`src/rtl/axi_alu_if.sv`:
```
// AXI4-Lite slave channel bundle for the axi_alu register block.
interface axi_alu_if #(
    parameter int unsigned DATA_WIDTH = 32,
    parameter int unsigned ADDR_WIDTH = 8
);
    localparam int unsigned STRB_WIDTH = DATA_WIDTH / 8;

    logic [ADDR_WIDTH-1:0] awaddr;
    logic                  awvalid;
    logic                  awready;
    logic [DATA_WIDTH-1:0] wdata;
    logic [STRB_WIDTH-1:0] wstrb;
    logic                  wvalid;
    logic                  wready;
    logic [1:0]            bresp;
    logic                  bvalid;
    logic                  bready;
    logic [ADDR_WIDTH-1:0] araddr;
    logic                  arvalid;
    logic                  arready;
    logic [DATA_WIDTH-1:0] rdata;
    logic [1:0]            rresp;
    logic                  rvalid;
    logic                  rready;

    modport master (
        output awaddr, awvalid, input awready,
        output wdata, wstrb, wvalid, input wready,
        input  bresp, bvalid, output bready,
        output araddr, arvalid, input arready,
        input  rdata, rresp, rvalid, output rready
    );

    modport slave (
        input  awaddr, awvalid, output awready,
        input  wdata, wstrb, wvalid, output wready,
        output bresp, bvalid, input bready,
        input  araddr, arvalid, output arready,
        output rdata, rresp, rvalid, input rready
    );
endinterface

```
`src/rtl/axi_alu.sv`:
```
// AXI4-Lite register-mapped ALU: two operands and an op select produce a
// registered result, status flags and a recompute counter.
module axi_alu #(
    parameter int unsigned DATA_WIDTH = 32,
    parameter int unsigned ADDR_WIDTH = 8
) (
    input  logic     s0_axi_aclk,
    input  logic     s0_axi_aresetn,
    axi_alu_if.slave s0_axi
);
    localparam int unsigned STRB_W = DATA_WIDTH / 8;
    localparam int unsigned IDX_W  = ADDR_WIDTH - 2;
    localparam int unsigned MSB    = DATA_WIDTH - 1;

    localparam logic [IDX_W-1:0] IDX_OPA    = IDX_W'(0);
    localparam logic [IDX_W-1:0] IDX_OPB    = IDX_W'(1);
    localparam logic [IDX_W-1:0] IDX_CTRL   = IDX_W'(2);
    localparam logic [IDX_W-1:0] IDX_RESULT = IDX_W'(3);
    localparam logic [IDX_W-1:0] IDX_STATUS = IDX_W'(4);
    localparam logic [IDX_W-1:0] IDX_COUNT  = IDX_W'(5);

    localparam logic [1:0] RESP_OKAY   = 2'b00;
    localparam logic [1:0] RESP_SLVERR = 2'b10;

    localparam logic [2:0] OP_ADD = 3'd0;
    localparam logic [2:0] OP_SUB = 3'd1;
    localparam logic [2:0] OP_AND = 3'd2;
    localparam logic [2:0] OP_OR  = 3'd3;
    localparam logic [2:0] OP_XOR = 3'd4;

    typedef enum logic [2:0] {
        WR_IDLE,
        WR_ADDR,
        WR_DATA,
        WR_COMMIT,
        WR_RESP
    } wr_state_e;

    typedef enum logic {
        RD_IDLE,
        RD_RESP
    } rd_state_e;

    wr_state_e wr_state, wr_next;
    rd_state_e rd_state, rd_next;

    logic                  awready_q, wready_q, bvalid_q, arready_q, rvalid_q;
    logic [1:0]            bresp_q, rresp_q;
    logic [DATA_WIDTH-1:0] rdata_q;

    logic [IDX_W-1:0]      aw_idx_q;
    logic [DATA_WIDTH-1:0] w_data_q;
    logic [STRB_W-1:0]     w_strb_q;

    logic [DATA_WIDTH-1:0] opa_q, opb_q, result_q, count_q;
    logic [2:0]            ctrl_op_q;
    logic [3:0]            status_q;
    logic                  recalc_q;

    logic aw_hs_c, w_hs_c, b_hs_c, ar_hs_c, r_hs_c;
    logic commit_c, wr_rw_c, count_clr_c;

    logic [IDX_W-1:0]      rd_idx_c;
    logic [DATA_WIDTH-1:0] rd_data_c;
    logic [1:0]            rd_resp_c;

    logic [DATA_WIDTH:0]   alu_sum_c;
    logic [DATA_WIDTH-1:0] alu_res_c;
    logic                  alu_carry_c, alu_ovf_c, alu_ill_c;
    logic [3:0]            alu_status_c;

    // Byte offset bits carry no meaning in a word-indexed map.
    logic unused_addr_lsbs;
    assign unused_addr_lsbs = ^{s0_axi.awaddr[1:0], s0_axi.araddr[1:0]};

    assign s0_axi.awready = awready_q;
    assign s0_axi.wready  = wready_q;
    assign s0_axi.bvalid  = bvalid_q;
    assign s0_axi.bresp   = bresp_q;
    assign s0_axi.arready = arready_q;
    assign s0_axi.rvalid  = rvalid_q;
    assign s0_axi.rresp   = rresp_q;
    assign s0_axi.rdata   = rdata_q;

    assign aw_hs_c = s0_axi.awvalid && awready_q;
    assign w_hs_c  = s0_axi.wvalid && wready_q;
    assign b_hs_c  = bvalid_q && s0_axi.bready;
    assign ar_hs_c = s0_axi.arvalid && arready_q;
    assign r_hs_c  = rvalid_q && s0_axi.rready;

    assign commit_c    = (wr_state == WR_COMMIT);
    assign wr_rw_c     = commit_c && ((aw_idx_q == IDX_OPA) || (aw_idx_q == IDX_OPB) ||
                                      (aw_idx_q == IDX_CTRL));
    assign count_clr_c = commit_c && (aw_idx_q == IDX_CTRL) && w_strb_q[1] && w_data_q[8];

    function automatic logic [DATA_WIDTH-1:0] apply_strb(
        input logic [DATA_WIDTH-1:0] old_v,
        input logic [DATA_WIDTH-1:0] new_v,
        input logic [STRB_W-1:0]     strb
    );
        logic [DATA_WIDTH-1:0] merged;
        merged = old_v;
        for (int unsigned i = 0; i < STRB_W; i++) begin
            if (strb[i]) merged[8*i +: 8] = new_v[8*i +: 8];
        end
        return merged;
    endfunction

    // Write channel: AW and W are captured independently, commit once both are held.
    always_comb begin
        wr_next = wr_state;
        case (wr_state)
            WR_IDLE: begin
                if (aw_hs_c && w_hs_c) wr_next = WR_COMMIT;
                else if (aw_hs_c)      wr_next = WR_ADDR;
                else if (w_hs_c)       wr_next = WR_DATA;
            end
            WR_ADDR:   if (w_hs_c)  wr_next = WR_COMMIT;
            WR_DATA:   if (aw_hs_c) wr_next = WR_COMMIT;
            WR_COMMIT: wr_next = WR_RESP;
            WR_RESP:   if (b_hs_c)  wr_next = WR_IDLE;
            default:   wr_next = WR_IDLE;
        endcase
    end

    always_ff @(posedge s0_axi_aclk or negedge s0_axi_aresetn) begin
        if (!s0_axi_aresetn) begin
            wr_state  <= WR_IDLE;
            awready_q <= 1'b0;
            wready_q  <= 1'b0;
            bvalid_q  <= 1'b0;
            bresp_q   <= RESP_OKAY;
            aw_idx_q  <= '0;
            w_data_q  <= '0;
            w_strb_q  <= '0;
        end else begin
            wr_state  <= wr_next;
            awready_q <= (wr_next == WR_IDLE) || (wr_next == WR_DATA);
            wready_q  <= (wr_next == WR_IDLE) || (wr_next == WR_ADDR);
            bvalid_q  <= (wr_next == WR_RESP);
            if (aw_hs_c) aw_idx_q <= s0_axi.awaddr[ADDR_WIDTH-1:2];
            if (w_hs_c) begin
                w_data_q <= s0_axi.wdata;
                w_strb_q <= s0_axi.wstrb;
            end
            if (commit_c) bresp_q <= wr_rw_c ? RESP_OKAY : RESP_SLVERR;
        end
    end

    // Read data mux; CTRL exposes only the op field.
    assign rd_idx_c = s0_axi.araddr[ADDR_WIDTH-1:2];

    always_comb begin
        rd_data_c = '0;
        rd_resp_c = RESP_OKAY;
        case (rd_idx_c)
            IDX_OPA:    rd_data_c = opa_q;
            IDX_OPB:    rd_data_c = opb_q;
            IDX_CTRL:   rd_data_c = DATA_WIDTH'(ctrl_op_q);
            IDX_RESULT: rd_data_c = result_q;
            IDX_STATUS: rd_data_c = DATA_WIDTH'(status_q);
            IDX_COUNT:  rd_data_c = count_q;
            default:    rd_resp_c = RESP_SLVERR;
        endcase
    end

    always_comb begin
        rd_next = rd_state;
        case (rd_state)
            RD_IDLE: if (ar_hs_c) rd_next = RD_RESP;
            RD_RESP: if (r_hs_c)  rd_next = RD_IDLE;
            default: rd_next = RD_IDLE;
        endcase
    end

    always_ff @(posedge s0_axi_aclk or negedge s0_axi_aresetn) begin
        if (!s0_axi_aresetn) begin
            rd_state  <= RD_IDLE;
            arready_q <= 1'b0;
            rvalid_q  <= 1'b0;
            rresp_q   <= RESP_OKAY;
            rdata_q   <= '0;
        end else begin
            rd_state  <= rd_next;
            arready_q <= (rd_next == RD_IDLE);
            rvalid_q  <= (rd_next == RD_RESP);
            if (ar_hs_c) begin
                rdata_q <= rd_data_c;
                rresp_q <= rd_resp_c;
            end
        end
    end

    // ALU datapath evaluated on the registered operands.
    always_comb begin
        alu_sum_c   = {1'b0, opa_q} + {1'b0, opb_q};
        alu_res_c   = '0;
        alu_carry_c = 1'b0;
        alu_ovf_c   = 1'b0;
        alu_ill_c   = 1'b0;
        case (ctrl_op_q)
            OP_ADD: begin
                alu_res_c   = alu_sum_c[DATA_WIDTH-1:0];
                alu_carry_c = alu_sum_c[DATA_WIDTH];
                alu_ovf_c   = (opa_q[MSB] == opb_q[MSB]) && (alu_res_c[MSB] != opa_q[MSB]);
            end
            OP_SUB: begin
                alu_res_c   = opa_q - opb_q;
                alu_carry_c = (opa_q < opb_q);
                alu_ovf_c   = (opa_q[MSB] != opb_q[MSB]) && (alu_res_c[MSB] != opa_q[MSB]);
            end
            OP_AND:  alu_res_c = opa_q & opb_q;
            OP_OR:   alu_res_c = opa_q | opb_q;
            OP_XOR:  alu_res_c = opa_q ^ opb_q;
            default: alu_ill_c = 1'b1;
        endcase
        alu_status_c = {alu_ill_c, alu_ovf_c, (alu_res_c == '0) && !alu_ill_c, alu_carry_c};
    end

    // Register file, recompute one cycle after any RW commit; clear beats increment.
    always_ff @(posedge s0_axi_aclk or negedge s0_axi_aresetn) begin
        if (!s0_axi_aresetn) begin
            opa_q     <= '0;
            opb_q     <= '0;
            ctrl_op_q <= '0;
            result_q  <= '0;
            status_q  <= '0;
            count_q   <= '0;
            recalc_q  <= 1'b0;
        end else begin
            recalc_q <= wr_rw_c;
            if (commit_c && (aw_idx_q == IDX_OPA)) opa_q <= apply_strb(opa_q, w_data_q, w_strb_q);
            if (commit_c && (aw_idx_q == IDX_OPB)) opb_q <= apply_strb(opb_q, w_data_q, w_strb_q);
            if (commit_c && (aw_idx_q == IDX_CTRL) && w_strb_q[0]) ctrl_op_q <= w_data_q[2:0];
            if (recalc_q) begin
                result_q <= alu_res_c;
                status_q <= alu_status_c;
            end
            if (count_clr_c)   count_q <= '0;
            else if (recalc_q) count_q <= count_q + DATA_WIDTH'(1);
        end
    end
endmodule

```
`src/flat_wrapper.sv`:
```
// flat-port wrapper written by rule: the top's interface ports become plain ports
module axi_alu_flat 
#(
    parameter int unsigned DATA_WIDTH = 32,
    parameter int unsigned ADDR_WIDTH = 8
)
  (s0_axi_aclk, s0_axi_aresetn, s0_axi_awaddr, s0_axi_awvalid, s0_axi_awready, s0_axi_wdata, s0_axi_wstrb, s0_axi_wvalid, s0_axi_wready, s0_axi_bresp, s0_axi_bvalid, s0_axi_bready, s0_axi_araddr, s0_axi_arvalid, s0_axi_arready, s0_axi_rdata, s0_axi_rresp, s0_axi_rvalid, s0_axi_rready);
  axi_alu_if #(.DATA_WIDTH(DATA_WIDTH), .ADDR_WIDTH(ADDR_WIDTH)) s0_axi_i ();
  input  logic s0_axi_aclk;
  input  logic s0_axi_aresetn;
  input wire logic [$bits(s0_axi_i.awaddr)-1:0] s0_axi_awaddr;
  input wire logic [$bits(s0_axi_i.awvalid)-1:0] s0_axi_awvalid;
  output wire logic [$bits(s0_axi_i.awready)-1:0] s0_axi_awready;
  input wire logic [$bits(s0_axi_i.wdata)-1:0] s0_axi_wdata;
  input wire logic [$bits(s0_axi_i.wstrb)-1:0] s0_axi_wstrb;
  input wire logic [$bits(s0_axi_i.wvalid)-1:0] s0_axi_wvalid;
  output wire logic [$bits(s0_axi_i.wready)-1:0] s0_axi_wready;
  output wire logic [$bits(s0_axi_i.bresp)-1:0] s0_axi_bresp;
  output wire logic [$bits(s0_axi_i.bvalid)-1:0] s0_axi_bvalid;
  input wire logic [$bits(s0_axi_i.bready)-1:0] s0_axi_bready;
  input wire logic [$bits(s0_axi_i.araddr)-1:0] s0_axi_araddr;
  input wire logic [$bits(s0_axi_i.arvalid)-1:0] s0_axi_arvalid;
  output wire logic [$bits(s0_axi_i.arready)-1:0] s0_axi_arready;
  output wire logic [$bits(s0_axi_i.rdata)-1:0] s0_axi_rdata;
  output wire logic [$bits(s0_axi_i.rresp)-1:0] s0_axi_rresp;
  output wire logic [$bits(s0_axi_i.rvalid)-1:0] s0_axi_rvalid;
  input wire logic [$bits(s0_axi_i.rready)-1:0] s0_axi_rready;
  assign s0_axi_i.awaddr = s0_axi_awaddr;
  assign s0_axi_i.awvalid = s0_axi_awvalid;
  assign s0_axi_awready = s0_axi_i.awready;
  assign s0_axi_i.wdata = s0_axi_wdata;
  assign s0_axi_i.wstrb = s0_axi_wstrb;
  assign s0_axi_i.wvalid = s0_axi_wvalid;
  assign s0_axi_wready = s0_axi_i.wready;
  assign s0_axi_bresp = s0_axi_i.bresp;
  assign s0_axi_bvalid = s0_axi_i.bvalid;
  assign s0_axi_i.bready = s0_axi_bready;
  assign s0_axi_i.araddr = s0_axi_araddr;
  assign s0_axi_i.arvalid = s0_axi_arvalid;
  assign s0_axi_arready = s0_axi_i.arready;
  assign s0_axi_rdata = s0_axi_i.rdata;
  assign s0_axi_rresp = s0_axi_i.rresp;
  assign s0_axi_rvalid = s0_axi_i.rvalid;
  assign s0_axi_i.rready = s0_axi_rready;
  axi_alu #(.DATA_WIDTH(DATA_WIDTH), .ADDR_WIDTH(ADDR_WIDTH)) u_core (.s0_axi_aclk(s0_axi_aclk), .s0_axi_aresetn(s0_axi_aresetn), .s0_axi(s0_axi_i));
endmodule
```
`config.mk`:
```
export PLATFORM = sky130hd
export DESIGN_NAME = axi_alu_flat
export DESIGN_NICKNAME = d
export VERILOG_FILES = /design/src/rtl/axi_alu_if.sv /design/src/rtl/axi_alu.sv /design/src/flat_wrapper.sv
export SDC_FILE = /design/constraint.sdc
export NUM_CORES = 1
export LEC_CHECK = 0
export ABC_AREA = 1
export CAP_MARGIN = 20
export CORE_ASPECT_RATIO = 1.75
export CORE_MARGIN = 4
export CORE_UTILIZATION = 34
export CTS_CLUSTER_DIAMETER = 40
export DETAILED_ROUTE_END_ITERATION = 7
export DONT_BUFFER_PORTS = 1
export GPL_ROUTABILITY_DRIVEN = 0
export MAX_ROUTING_LAYER = met4
export PLACE_DENSITY = 0.56
export RECOVER_POWER = 100
export SYNTH_ARGS = -nofsm -noshare
export SYNTH_HDL_FRONTEND = slang
export SYNTH_SLANG_ARGS = --single-unit
```
`constraint.sdc`:
```
create_clock -name s0_axi_aclk -period 2.8 [get_ports s0_axi_aclk]
set_input_delay 0.56 -clock s0_axi_aclk [delete_from_list [all_inputs] [get_ports s0_axi_aclk]]
set_output_delay 0.56 -clock s0_axi_aclk [all_outputs]
set_load 0.1 [all_outputs]
```
==> out/results.txt, run 1 <==
CTS tree - yes
Die area - 49,200 sq um
Synth-to-layout area growth - 20.1%
Fillers - 4,693
# diodes - 0
Failing checks - hold timing
CTS buffer count - 24
Worst-Margin Slew - 1370 ps
Synth top area cells - dfrtp_1, nand2_1, ha_1
Dpl cell area - 17,300 sq um
Pwr Density - 1280 nW/um^2
Vias in the first global route - 15,502
Placement Setup Slack - -56.5 ps
Worst Skew - 28.3 ps
Mapped Cells - 2,232
R2R depth - 14
Total track usage - 21.9%
Pre-Repair DR Iteration Count - 5
Multi-input logic area - 8940 sq um
Post-synth top flop - dfrtp_1
WP data arrival - 3160 ps
Reg-to-reg slack, setup - 110 ps
Leak Pwr - 9.27 nW
Crit path required time - 3260 ps
Slew Limit Fails - 0
Commonest cells post-synth - nand2_1, inv_1, nor2_1
Vias per cell - 5.22
Seq/Total Area, Yosys - 35.5%
Vias - 15,477
Endpoint type of the worst setup path - flip-flop
Post-synth ARST share - 100%
Die Span Y - 291 um
WHS - -285 ps
CTS Sinks - 220
CTS max path bufs - 3
Share of layout cells above drive strength 1 - 16.1%
DRT Wirelength - 54,400 um
Total negative setup slack - 0 ps
Drt drc - 0
Min-delay worst type - input port to asynchronous set/reset pin
Critical path launch point - u_core.opb_q[0]$_DFFE_PN0P_
Share of the synthesized area in the top cell type - 35.5%
Yosys Warn Count - 0
Buffers added on ports - 0
Total Nets Final - 2,538
Routed wire length per instance - 18.3 um
IO Pins - 100
Syn avg cell area - 6.95 sq um
DRT iter0 DRCs - 1,165
Gr ovfl total - 0
Tmin final - 2690 ps
Clk_lat worst skew - 540 ps
Final core occ - 41.3%
Register area - 5510 sq um
Netlist Area Pre-Place - 15,500 sq um
WS Path Type - flip-flop to flip-flop
Cell row count - 103
First-pass GRT wire length - 82,900 um
Status - finished with violations
CP Launch Type - flip-flop
Yosys top cell by area - dfrtp_1
Worst R2R Start - u_core.opb_q[0]$_DFFE_PN0P_
Core Area - 45,100 sq um
Post-synth EDFFs - 0
Worst-path maximum fanout - 3
VDD IR max - 0.931 mV
Worst-path clk slew - 70 ps
Initial antenna violation count - 0
Dpl hpwl - 43,200 um
Slew HR - 8.83%
Fmax - 0.371 GHz
Setup WS post-layout - 106 ps
Crit path capture - u_core.status_q[1]$_DFFE_PN0P_
H-tree depth - 1
RR Endpoint - u_core.status_q[1]$_DFFE_PN0P_
Max-cap viol count - 0
Final setup fails - 0
Largest net degree at the start of global routing - 221
Antenna-violating nets left - 0
Final instance area - 18,600 sq um
CTS root buffer - clkbuf_16
Period utilisation layout - 96.2%
FF+latch count, synth - 220
Die W - 169 um
Synth unique cells - 45
Endpoints failing hold - 220
Most numerous cell in the Yosys netlist - nand2_1
Initial Util - 34.4%
-- metal layers --
metal	GRT usage, %	part of all wire (%)	vias to the layer above
met5	-	0	-
met4	10.7	5.5	0
met3	1.65	4.0	140
met2	39.1	52	466
met1	24.3	39	7399
li1	-	-	7472
-- flip-flops by register name, indices dropped and copies added, names as in the netlist, 6 cells and up --
signal	count
u_core.w_data_q	32
u_core.aw_idx_q	6
u_core.count_q	32
u_core.opa_q	32
u_core.opb_q	32
u_core.result_q	32
u_core.s0_axi.rdata	32
-- layout make-up --
type | count | share of cell area (%)
sequential | 220 | 29.5
timing repair buffer | 188 | 7.56
clock buffer | 32 | 3.65
clock inverter | 11 | 0.772
tap | 577 | 3.88
inverter | 327 | 6.59
multi-input combinational | 1612 | 48.0
-- layout by cell type, fill, tap and decap left out, drive strengths merged, types with 4 or more instances in the layout --
cell / n
nand2: 594
nor2: 259
a21oi: 135
nor3: 36
nand4: 23
clkinv: 4
a22oi: 6
dfrtp: 220
o21bai: 8
clkbuf: 43
a221oi: 21
nand3: 152
mux2: 31
buf: 177
o22ai: 53
o221ai: 5
o21ai: 154
nor4: 4
or2: 4
ha: 104
inv: 330
-- where the power goes --
group / total [mW] / internal (mW) / switching, mW
Combinational: 15.6 / 5.76 / 9.86
Sequential: 4.96 / 3.97 / 0.988
Clock: 3.28 / 1.92 / 1.36
Total: 23.9 / 11.7 / 12.2
-- worst min path at each step --
stage	endpoint	slack (ps)
finish	u_core.wr_state[1]$_DFF_PN0_	-280
global route	u_core.wr_state[1]$_DFF_PN0_	-300
CTS	u_core.s0_axi.rdata[11]$_DFFE_PN0P_	-310
detailed placement	u_core.aw_idx_q[3]$_DFFE_PN0P_	270
global placement	u_core.s0_axi.bvalid$_DFF_PN0_	270
floorplan	u_core.aw_idx_q[0]$_DFFE_PN0P_	260
-- logic make-up (layout without fill, tap and decap cells) --
| kind of cell | Yosys count | after routing | synth area share, % |
|---|---|---|---|
| AO/OA/AOI/OAI | 393 | 393 | 14.3 |
| XOR/XNOR | 2 | 2 | 0.113 |
| adder cells (fa/ha/maj) | 106 | 106 | 8.65 |
| buffers and inverters | 401 | 558 | 10.2 |
| flip-flops | 220 | 220 | 35.5 |
| multiplexers | 31 | 31 | 2.25 |
| other | 1 | 2 | 0.0242 |
| AND/OR/NAND/NOR | 1078 | 1078 | 29.0 |
-- per-stage QoR --
stage | std cells | total power [mW]
after floorplan | 2233 | 13.9
after global placement | 2913 | 19.0
after detailed placement | 2913 | 19.3
after CTS | 2957 | 22.8
after global routing | 2967 | 25.5
final | 2967 | 23.9
-- critical path, stage by stage, from the launching register on --
cell and delay [ps]:
dfrtp_1 450, ha_4 200, fa_2 400, or2_2 290
nand3_1 100, nand4_1 180, nor2_2 180, nand3_2 80
nor2_2 120, nand2_2 90, nor2_4 110, nand3_2 130
nor2_2 140, nand3_1 70, nand2_1 60
-- timing repair --
item                       CTS  global route
hold endpoints to repair   220           220
pin swaps                    1            21
setup buffers                1            10
gates resized for setup     20           107
setup endpoints to repair    3            13
Power figures use the tool's default switching activity.
==> run 2: changes to the inputs <==
--- a/config.mk
+++ b/config.mk
@@ -16,7 +16,7 @@
 export GPL_ROUTABILITY_DRIVEN = 0
 export MAX_ROUTING_LAYER = met4
 export PLACE_DENSITY = 0.56
-export RECOVER_POWER = 100
+export RECOVER_POWER = 50
 export SYNTH_ARGS = -nofsm -noshare
 export SYNTH_HDL_FRONTEND = slang
 export SYNTH_SLANG_ARGS = --single-unit
==> constraint.sdc (replaced) <==
create_clock -name s0_axi_aclk -period 3.3 [get_ports s0_axi_aclk]
set_input_delay 0.66 -clock s0_axi_aclk [delete_from_list [all_inputs] [get_ports s0_axi_aclk]]
set_output_delay 0.66 -clock s0_axi_aclk [all_outputs]
set_load 0.1 [all_outputs]
==> out/results.txt, run 2 (same netlist as run 1, synthesis figures left out) <==
Worst R2R Start - u_core.opa_q[2]$_DFFE_PN0P_
Die Span Y - 291 um
WHS - -174 ps
Period utilisation layout - 92.9%
Vias in the first global route - 14,817
Share of layout cells above drive strength 1 - 6.23%
DRT iter0 DRCs - 1,299
DRT Wirelength - 52,300 um
Min-delay worst type - input port to asynchronous set/reset pin
Die area - 49,200 sq um
Status - finished with violations
H-tree depth - 1
WS Path Type - flip-flop to flip-flop
Pre-Repair DR Iteration Count - 5
Initial antenna violation count - 0
Slew HR - -16.5%
Die W - 169 um
Layout Cells excl Fill - 2,809
Initial Util - 34.4%
Placement Setup Slack - 287 ps
CP Launch Type - flip-flop
Setup WS post-layout - 235 ps
Endpoint type of the worst setup path - flip-flop
Vias per cell - 5.24
Reg-to-reg slack, setup - 230 ps
# diodes - 0
Endpoints failing hold - 220
Buffers added on ports - 0
Final setup fails - 0
Antenna-violating nets left - 0
RSZ-0062 raised after global routing - no
Total negative setup slack - 0 ps
Crit path required time - 3760 ps
Commonest cells after routing, fill and taps aside - nand2_1, inv_1, nor2_1
CTS buffer count - 22
Fillers - 4,808
Vias - 14,706
Failing checks - hold timing, capacitance limit, slew limit
R2R depth - 16
Max-cap viol count - 1
CTS max path bufs - 3
Setup Fix Bufs, Post-CTS - 0
IO Pins - 100
Dpl hpwl - 41,700 um
Tmin final - 3070 ps
Cell row count - 103
Total power - 17.9 mW
Worst-path clk slew - 60 ps
Core Area - 45,100 sq um
Commonest non-fill, non-tap cell in the layout - nand2_1
Gr ovfl total - 0
Total Nets Final - 2,382
Placed Instances - 2,770
Worst-Margin Slew - 1750 ps
Synth-to-layout area growth - 9.22%
Drt drc - 0
Worst Skew - 14.3 ps
WP data arrival - 3520 ps
RR Endpoint - u_core.status_q[1]$_DFFE_PN0P_
CTS tree - yes
Slew Limit Fails - 36
CTS root buffer - clkbuf_16
Largest net degree at the start of global routing - 221
Total track usage - 21.4%
CTS Sinks - 220
Leak Pwr - 8.42 nW
VDD IR max - 0.544 mV
Worst-path maximum fanout - 9
Routed wire length per instance - 18.6 um
Clk_lat worst skew - 530 ps
Fmax - 0.326 GHz
First-pass GRT wire length - 81,100 um
Pwr Density - 1060 nW/um^2
-- run 2: cell types whose count changed in the layout (fill, tap and decap cells not counted), moves of 16 or more --
cell / change
buf_4: -145
ha_1: +23
ha_4: -20
nand2_1: +19
nand2_2: -18
nand3_1: +16
nor2_1: +24
nor2_2: -22
-- run 2: per-stage QoR --
step / utilization, % / hold slack (ps) / cell area (sq um)
6_report: 37.6 / -174 / 16900
5_1_grt: 37.6 / -195 / 16900
4_1_cts: 37.6 / -201 / 17000
3_5_place_dp: 35.8 / 368 / 16200
3_3_place_gp: 35.8 / 371 / 16200
2_1_floorplan: - / 364 / 15500
-- run 2: final cells by class --
type / instances / area (sq um) / share of cell area (%)
Clock buffer: 31 / 646 / 3.81
Sequential cell: 220 / 5510 / 32.5
Multi-Input combinational cell: 1612 / 8440 / 49.8
Timing Repair Buffer: 34 / 255 / 1.51
Tap cell: 577 / 722 / 4.26
Inverter: 327 / 1230 / 7.25
Clock inverter: 8 / 146 / 0.864
-- run 2: critical path: stages, from the launching register on --
cell	delay (ps)
dfrtp_1	450
inv_1	70
ha_2	430
inv_1	140
a21oi_1	160
nand2_1	150
nand2_1	160
nand3_1	190
nand2_1	220
nand3_1	130
nand2_1	160
nand2_1	110
a21oi_1	140
nand3_1	200
nor2_1	150
nand3_1	80
nand2_1	60
-- run 2: report_power, final --
part	switching [mW]	internal (mW)	total (mW)	leakage, nW
combinational	7.71	3.15	10.9	5.10
sequential	0.922	3.37	4.29	2.93
clock	1.08	1.68	2.76	0.386
-- run 2: worst max path at each step --
stage                            startpoint                        endpoint  slack, ps
6_report        u_core.opa_q[2]$_DFFE_PN0P_  u_core.status_q[1]$_DFFE_PN0P_        230
5_1_grt         u_core.opa_q[8]$_DFFE_PN0P_  u_core.status_q[2]$_DFFE_PN0P_          4
2_1_floorplan   u_core.opb_q[0]$_DFFE_PN0P_  u_core.status_q[1]$_DFFE_PN0P_       1010
3_3_place_gp   u_core.opa_q[11]$_DFFE_PN0P_  u_core.status_q[1]$_DFFE_PN0P_        290
3_5_place_dp   u_core.opa_q[11]$_DFFE_PN0P_  u_core.status_q[1]$_DFFE_PN0P_        290
4_1_cts        u_core.opa_q[11]$_DFFE_PN0P_  u_core.status_q[1]$_DFFE_PN0P_        250
-- run 2: repair_timing --
action	in CTS	in global routing
endpoints found under the hold margin	220	220
setup endpoints to repair	0	2
gates resized for setup	0	3
-- run 2: metal layers --
metal  part of all wire [%]  global-route usage, %  vias up
met4                    6.1                   11.1        0
met2                     51                   37.2      473
met1                     39                   24.2     6912
met3                    4.5                   1.82      149
met5                      0                      -        -
li1                       -                      -     7172
==> run 3: changes to the inputs <==
--- a/config.mk
+++ b/config.mk
@@ -9,14 +9,15 @@
 export CAP_MARGIN = 20
 export CORE_ASPECT_RATIO = 1.75
 export CORE_MARGIN = 4
-export CORE_UTILIZATION = 34
+export CORE_UTILIZATION = 55
 export CTS_CLUSTER_DIAMETER = 40
 export DETAILED_ROUTE_END_ITERATION = 7
 export DONT_BUFFER_PORTS = 1
 export GPL_ROUTABILITY_DRIVEN = 0
 export MAX_ROUTING_LAYER = met4
-export PLACE_DENSITY = 0.56
+export PLACE_DENSITY = 0.78
 export RECOVER_POWER = 50
+export SKIP_CTS_REPAIR_TIMING = 1
 export SYNTH_ARGS = -nofsm -noshare
 export SYNTH_HDL_FRONTEND = slang
 export SYNTH_SLANG_ARGS = --single-unit
==> out/results.txt, run 3 (same netlist as run 1, synthesis figures left out) <==
Multi-input logic area - 8430 sq um
CTS max path bufs - 3
Commonest non-fill, non-tap cell in the layout - nand2_1
Endpoint type of the worst setup path - flip-flop
Failing checks - DRC, hold timing, capacitance limit, slew limit
Layout Cells excl Fill - 2,594
Endpoints failing hold - 220
R2R depth - 15
Critical-path cell list - inv_1 > ha_1 > inv_1 > nand2_1 > nor4_1 > nand3_1 > nand2_1 > nand2_1 > nand3_1 > nand2_1 > nor2_1 > nand2_1 > nor2_1 > nand3_1 > nand2_1
RSZ-0062 raised after global routing - no
Initial Util - 55.7%
Die area - 31,100 sq um
Slew Limit Fails - 37
# diodes - 0
Gr ovfl total - 0
Tmin final - 3200 ps
Status - finished with violations
Placed Instances - 2,557
Crit path largest cell delay - 660 ps
Reg-to-reg slack, setup - 100 ps
IO Pins - 100
VDD IR max - 0.772 mV
Die Span Y - 230 um
Worst-path clk slew - 70 ps
Dpl cell area - 15,800 sq um
Buffers added on ports - 0
Die W - 135 um
Routed wire length per instance - 18.8 um
Largest net degree at the start of global routing - 221
Total negative setup slack - 0 ps
Min-delay worst type - input port to asynchronous set/reset pin
H-tree depth - 1
Final core occ - 59.1%
Total track usage - 32.1%
Commonest cells after routing, fill and taps aside - nand2_1, inv_1, nor2_1
Pwr Density - 1070 nW/um^2
Period utilisation layout - 96.9%
Fillers - 2,533
Slew HR - -13.3%
Clk_lat worst skew - 530 ps
WHS - -169 ps
RR Endpoint - u_core.status_q[1]$_DFFE_PN0P_
CP Launch Type - flip-flop
Initial antenna violation count - 0
Dpl hpwl - 37,600 um
Slowest cell on the critical path - nor4_1
Core Area - 27,900 sq um
Final instance area - 16,500 sq um
Cell row count - 81
Vias - 15,294
Worst R2R Start - u_core.opb_q[17]$_DFFE_PN0P_
Fmax - 0.313 GHz
CTS root buffer - clkbuf_16
Antenna-violating nets left - 0
Max-cap viol count - 1
Vias in the first global route - 14,873
Synth-to-layout area growth - 6.24%
Worst-Margin Slew - 1700 ps
Leak Pwr - 8.31 nW
CTS buffer count - 21
Vias per cell - 5.90
Crit path capture - u_core.status_q[1]$_DFFE_PN0P_
Critical path launch point - u_core.opb_q[17]$_DFFE_PN0P_
DRT Wirelength - 48,700 um
Pre-Repair DR Iteration Count - 8
Drt drc - 1
Top cell by count, worst path - nand2_1
DRT iter0 DRCs - 1,765
Share of layout cells above drive strength 1 - 5.76%
First-pass GRT wire length - 76,700 um
WS Path Type - flip-flop to flip-flop
Worst-path maximum fanout - 8
Register area - 5510 sq um
Crit path required time - 3770 ps
Total Nets Final - 2,372
Worst Skew - 24.2 ps
WP data arrival - 3670 ps
Final setup fails - 0
CTS Sinks - 220
CTS tree - yes
-- run 3: cell types whose count changed in the layout (fill, tap and decap cells not counted), moves of 2 or more --
| cell | before | now |
|---|---|---|
| buf_4 | 29 | 22 |
| bufinv_16 | 4 | 1 |
| clkbuf_16 | 23 | 21 |
| clkbuf_8 | 4 | 1 |
| clkinv_2 | 2 | 4 |
| clkinvlp_4 | 1 | 3 |
-- run 3: worst min path at each step --
stage,to,slack [ps],cells past startpoint
3_3_place_gp,u_core.s0_axi.rdata[8]$_DFFE_PN0P_,370,0
4_1_cts,u_core.s0_axi.rdata[3]$_DFFE_PN0P_,-180,0
3_5_place_dp,u_core.s0_axi.rdata[8]$_DFFE_PN0P_,370,0
5_1_grt,u_core.s0_axi.rdata[3]$_DFFE_PN0P_,-190,0
6_report,u_core.rd_state$_DFF_PN0_,-170,0
2_1_floorplan,u_core.aw_idx_q[0]$_DFFE_PN0P_,360,0
-- run 3: critical path: cells and delay by family, from the launching register on --
family,cells,cell delay [ps]
fa+ha+maj,1,450
buf+inv,2,300
flops,1,380
simple gates,12,2010
-- run 3: power by group --
part | switching (mW) | leakage [nW] | internal, mW
clock | 1.10 | 0.322 | 1.30
sequential | 0.874 | 2.93 | 3.36
combinational | 7.79 | 5.06 | 3.16
total | 9.77 | 8.31 | 7.82
-- run 3: layout make-up --
cell class	count	share of cell area (%)
clock buffers	25	3.34
inverters	327	7.45
clock inverters	12	0.714
repair buffers	25	1.08
well taps	373	2.83
multi-input cells	1612	51.2
flip-flops and latches	220	33.4
-- run 3: layer usage --
| layer | vias to the layer above | global-route usage (%) | share of wire (%) |
|---|---|---|---|
| met5 | - | - | 0 |
| met4 | 0 | 18.9 | 7.3 |
| met3 | 224 | 3.31 | 7.2 |
| met2 | 832 | 53.2 | 48 |
| met1 | 7090 | 37.5 | 37 |
| li1 | 7148 | - | - |
-- run 3: per-stage QoR --
step	power (mW)	hold WS [ps]	setup WS (ps)
2_1_floorplan	11.8	364	1010
4_1_cts	17.1	-179	259
3_3_place_gp	14.4	373	304
6_report	17.6	-169	102
5_1_grt	19.0	-187	1.10
3_5_place_dp	14.7	370	279
